==> src/rtl/uart_rx_ctrl.sv <==
// Receive-side byte FIFO with sticky overrun/framing status for a UART receiver.
// Optional threshold/status interrupt register is built when UART_RX_CTRL_IRQ_EN is defined.
module uart_rx_ctrl #(
    parameter int DEPTH     = 16,
    parameter int IRQ_LEVEL = 8
) (
    input  logic                     clk,
    input  logic                     rst_n,
    input  logic [7:0]               rx_din,
    input  logic                     rx_recv,
    input  logic                     rx_err,
    input  logic                     rx_busy,
    input  logic                     rd_en,
    input  logic                     flush,
    input  logic                     clr,
    output logic [7:0]               rd_data,
    output logic                     rd_valid,
    output logic [$clog2(DEPTH):0]   count,
    output logic                     full,
    output logic                     overrun,
    output logic                     frame_err,
    output logic                     active,
    output logic                     irq
);

    localparam int PW = $clog2(DEPTH);
    localparam int CW = PW + 1;
    localparam logic [CW-1:0] FULL_LVL = CW'(DEPTH);

    if (DEPTH < 2 || (DEPTH & (DEPTH - 1)) != 0 || IRQ_LEVEL < 1 || IRQ_LEVEL > DEPTH) begin : g_bad_param
        $error("uart_rx_ctrl: DEPTH must be a power of 2 >= 2 and IRQ_LEVEL in 1..DEPTH");
    end

    logic [7:0]    mem [DEPTH];
    logic [PW-1:0] wr_ptr, rd_ptr;
    logic [CW-1:0] count_q;
    logic          overrun_q, frame_err_q;

    logic          do_push, do_pop, drop;
    logic [PW-1:0] next_wr_ptr, next_rd_ptr;
    logic [CW-1:0] next_count;
    logic          next_overrun, next_frame_err;

    // A pop on the same edge frees the slot, so a push into a full FIFO still succeeds then.
    always_comb begin
        // NOTE: every output of this block gets a default first so no latch is inferred.
        do_pop         = 1'b0;
        do_push        = 1'b0;
        drop           = 1'b0;
        next_wr_ptr    = wr_ptr;
        next_rd_ptr    = rd_ptr;
        next_count     = count_q;
        next_overrun   = overrun_q & ~clr;
        next_frame_err = frame_err_q & ~clr;

        if (flush) begin
            next_wr_ptr = '0;
            next_rd_ptr = '0;
            next_count  = '0;
        end else begin
            do_pop  = rd_en && (count_q != '0);
            do_push = rx_recv && ((count_q != FULL_LVL) || do_pop);
            drop    = rx_recv && !do_push;
            if (do_push) next_wr_ptr = wr_ptr + PW'(1);
            if (do_pop)  next_rd_ptr = rd_ptr + PW'(1);
            if (do_push && !do_pop)      next_count = count_q + CW'(1);
            else if (do_pop && !do_push) next_count = count_q - CW'(1);
        end

        if (drop)   next_overrun   = 1'b1;
        if (rx_err) next_frame_err = 1'b1;
    end

    // NOTE: sequential state uses non-blocking assignments only.
    always_ff @(posedge clk) begin
        if (!rst_n) begin
            wr_ptr      <= '0;
            rd_ptr      <= '0;
            count_q     <= '0;
            overrun_q   <= 1'b0;
            frame_err_q <= 1'b0;
        end else begin
            wr_ptr      <= next_wr_ptr;
            rd_ptr      <= next_rd_ptr;
            count_q     <= next_count;
            overrun_q   <= next_overrun;
            frame_err_q <= next_frame_err;
        end
    end

    // NOTE: storage is deliberately not reset; count alone decides which entries are valid.
    always_ff @(posedge clk) begin
        if (rst_n && do_push) mem[wr_ptr] <= rx_din;
    end

`ifdef UART_RX_CTRL_IRQ_EN
    localparam logic [CW-1:0] IRQ_THR = CW'(IRQ_LEVEL);
    logic irq_q;

    // Registered from the next-state values so irq moves on the same edge as the state.
    always_ff @(posedge clk) begin
        if (!rst_n) irq_q <= 1'b0;
        else        irq_q <= (next_count >= IRQ_THR) | next_overrun | next_frame_err;
    end

    assign irq = irq_q;
`else
    assign irq = 1'b0;
`endif

    assign rd_valid  = (count_q != '0);
    assign rd_data   = rd_valid ? mem[rd_ptr] : 8'h00;
    assign count     = count_q;
    assign full      = (count_q == FULL_LVL);
    assign overrun   = overrun_q;
    assign frame_err = frame_err_q;
    assign active    = rx_busy | rd_valid;

endmodule

==> config.mk <==
export PLATFORM = sky130hd
export DESIGN_NAME = uart_rx_ctrl
export DESIGN_NICKNAME = d
export VERILOG_FILES = /design/src/rtl/uart_rx_ctrl.sv
export SDC_FILE = /design/constraint.sdc
export NUM_CORES = 1
export LEC_CHECK = 0
export CORE_MARGIN = 1.5
export CORE_UTILIZATION = 27
export DETAILED_ROUTE_END_ITERATION = 12
export PLACE_DENSITY_LB_ADDON = 0.08
export SLEW_MARGIN = 5
export SYNTH_ARGS = -nofsm -noshare
export SYNTH_HDL_FRONTEND = slang
export SYNTH_SLANG_ARGS = --single-unit
==> constraint.sdc <==
create_clock -name clk -period 7.95 [get_ports clk]
set_input_delay 1.59 -clock clk [delete_from_list [all_inputs] [get_ports clk]]
set_output_delay 1.59 -clock clk [all_outputs]
set_load 0.02 [all_outputs]
==> impl_metrics.tcl <==
set metrics [dict create \
    outcome "completed" \
    grt_setup_unrepaired "no" \
    grt_first_pass_wirelength_mm 19.5 \
    ctsLongestPathBuffers 2 \
    max_freq_ghz 0.213 \
    ys_types 37 \
    netlist_area_sq_mm 0.00595 \
    netlist_instances 333 \
    number_of_hold_violations_in_the_final_report 0 \
    slew_headroom 0.285 \
    place.detailed.instances 628 \
    antenna-diode-count 0 \
    dpl.hpwl_mm 8.04 \
    worst_setup_hold_path_clk_slew_ns 0.06 \
    initial_utilization 0.274 \
    vias_per_cell 4.45 \
    antenna_found_initial 0 \
    async_flop_share 0 \
    syn-mean-instance-area_sq_um 17.9 \
    finalClockSkew_ns 0.00979 \
    count_of_placed_standard_cells_in_the_final_layout_fillers_left_out 660 \
    critPathTopFamily "simple AND/OR/NAND/NOR gates" \
    synth-main-ff-cell "edfxtp_1" \
    port_buffers 33 \
    finish.net_count 393 \
    layout_min_cycle_time_ns 4.69 \
    number_of_global_route_vias_before_repair 3087 \
    area_leader_netlist "edfxtp_1" \
    worst-slew-pin-transition_ns 1.07 \
    reg2reg_slack_ns 4.81 \
    yosysWarnings 0 \
    worstPathBufferInverterCount 1 \
    post-synth-top-area-fraction 0.646 \
    final_layout_setup_total_negative_slack_ns 0 \
    overflow 0 \
    worst_r2r_endpoint "count[3]$_SDFFE_PP0P_" \
    synthMostInstantiatedCell "edfxtp_1" \
    critPathKind "flip-flop to primary output" \
    synthToLayoutAreaGrowth_pct 20.0 \
    design.die.area_sq_mm 0.0229 \
    critical_path.max_stage_delay_ns 0.73 \
    final_weighted_congestion_of_routability_driven_global_placement 0.696 \
    fraction_of_final_layout_cells_sized_beyond_drive_strength_1 0.195 \
    largest_net_degree_at_the_start_of_global_routing 33 \
    cts_made_buffers 17 \
    cell_at_the_slowest_stage_of_the_critical_path "or4_1" \
    setup_ws_ns 3.26 \
    placement.setup.worst_slack_ns 3.50 \
    synth_nets 359 \
    synth_sequential_area_ratio 0.710 \
    cp-endpoint "rd_data[0]" \
    die_h_um 151 \
    timing.critical_path.depth 4 \
    maxCapViolations 0 \
    vdd_ir_drop_max_v 0.000123 \
    clkSinkCount 147 \
    floorplan.rows 54 \
    coreArea_sq_mm 0.0217 \
    synth_seq_cells 147 \
    die_width_um 151 \
    power_total_mw 1.85 \
    clock-root-buffer "clkbuf_16" \
    ant_nets 0 \
    crit_fanout 9 \
    powerDensity_mw_per_mm2 259 \
    ys_top_cells_by_count "edfxtp_1 (128), mux4_2 (32), nor2_1 (29)" \
    final-setup-viol-count 0 \
    starting_drc_count_in_detailed_routing 176 \
    total_leakage_power_nw 2.21 \
    drt_pass1_iterations 4 \
    synth_enable_flop_cells 128 \
    post_synth_main_area_contributors "edfxtp_1 (65%), mux4_2 (12%), dfxtp_1 (6.4%)" \
    cts_post_setup_buffers_inserted 0 \
    routed_wirelength_mm 12.9 \
    htree_levels 4 \
    detail_route.drc_violations 0 \
    report.final.slew_viol_count 0 \
    cts.repair.resized 0 \
    holdCritPathClass "flip-flop to flip-flop" \
    ctsHoldBuffers 0 \
    grt_usage 0.124 \
    clock_tree_from_tritoncts "done" \
    setup.worst_path.end_class "primary output" \
    avgRoutedWirePerCell_um 19.6 \
    critical_path_required_ns 6.36 \
    io_pins 35 \
    route.vias.total 2936 \
    min_period_over_period 0.590 \
    holdPathStages 2 \
    timing.rr.start "count[0]$_SDFFE_PP0P_" \
    startpoint_type "flip-flop" \
    worstPathArrival_ns 3.10 \
    cp-startpoint "count[0]$_SDFFE_PP0P_" \
    reg2regPathDepth 10 \
    path_cells "or4_1 > nor2_1 > a211oi_1 > clkdlybuf4s50_1" \
    insertion_delay_to_the_later_sink_of_the_worst_skew_pair_ns 0.41 \
]
==> per-layer routing <==
| metal | vias up | global-route usage | wire, um |
|---|---|---|---|
| li1 | 1380 | - | - |
| met1 | 1495 | 0.159 | 6040 |
| met2 | 55 | 0.203 | 6400 |
| met3 | 6 | 0.0331 | 389 |
| met4 | 0 | 0.0422 | 123 |
| met5 | - | 0 | 0 |
==> sequential cells by signal, indices dropped and copies added (netlist names), named ones only <==
signal and flops:
count 5, frame_err 1, mem 128, overrun 1, rd_ptr 4, wr_ptr 4
==> final cells by class <==
type | instances | area [sq um]
Clock buffer | 18 | 429
Clock inverter | 14 | 139
Fill cell | 2088 | 14600
Inverter | 7 | 26.3
Multi-Input combinational cell | 159 | 1620
Sequential cell | 147 | 4230
Tap cell | 280 | 350
Timing Repair Buffer | 35 | 345
==> logic make-up (layout without fill, tap and decap cells) <==
kind of cell	count (synthesis)	after routing	share of synthesized area
mux	43	43	0.140
compound gates	33	33	0.0433
flops	147	147	0.710
xor+xnor	7	7	0.0103
fa+ha+maj	10	10	0.0223
other cells	1	1	0.000631
simple gates	65	65	0.0528
buf+inv	27	74	0.0206
==> power by group <==
part	switching (mW)	leakage, nW	internal [mW]	total [mW]
logic	0.122	0.623	0.0946	0.217
registers	0.0188	1.31	0.847	0.866
clock network	0.308	0.277	0.460	0.768
total	0.449	2.21	1.40	1.85
==> tightest hold or removal path: stages, from the launching register on <==
cell and delay (ns):
dfxtp_1 0.31, nand3b_1 0.07, o21ai_1 0.06
==> worst min path at each step <==
stage	from	end	slack, ns
global route	overrun$_SDFF_PN0_	overrun$_SDFF_PN0_	0.51
CTS	overrun$_SDFF_PN0_	overrun$_SDFF_PN0_	0.50
global placement	overrun$_SDFF_PN0_	overrun$_SDFF_PN0_	0.48
finish	overrun$_SDFF_PN0_	overrun$_SDFF_PN0_	0.49
floorplan	rd_ptr[3]$_SDFFE_PP0N_	flip-flop	0.49
detailed placement	overrun$_SDFF_PN0_	overrun$_SDFF_PN0_	0.49
==> cell usage in the layout (no fill, tap or decap), drive strengths merged, types with 4 or more instances in the layout <==
| cell type | instances |
|---|---|
| dfxtp | 19 |
| edfxtp | 128 |
| mux4 | 32 |
| inv | 8 |
| clkdlybuf4s50 | 33 |
| a211oi | 18 |
| a21oi | 4 |
| clkbuf | 18 |
| ha | 9 |
| xor2 | 4 |
| nand2 | 7 |
| nor2b | 9 |
| nand3 | 4 |
| nor3 | 4 |
| mux2i | 11 |
| nor2 | 29 |
| clkinv | 9 |
==> through the flow <==
step,area [sq um],hold WS (ns),utilization
after floorplan,5950,0.490,-
after global placement,6570,0.482,0.303
after detailed placement,6570,0.487,0.303
after CTS,7140,0.504,0.329
after global routing,7140,0.514,0.329
final,7140,0.490,0.329
(Power assumes the default switching activity.)
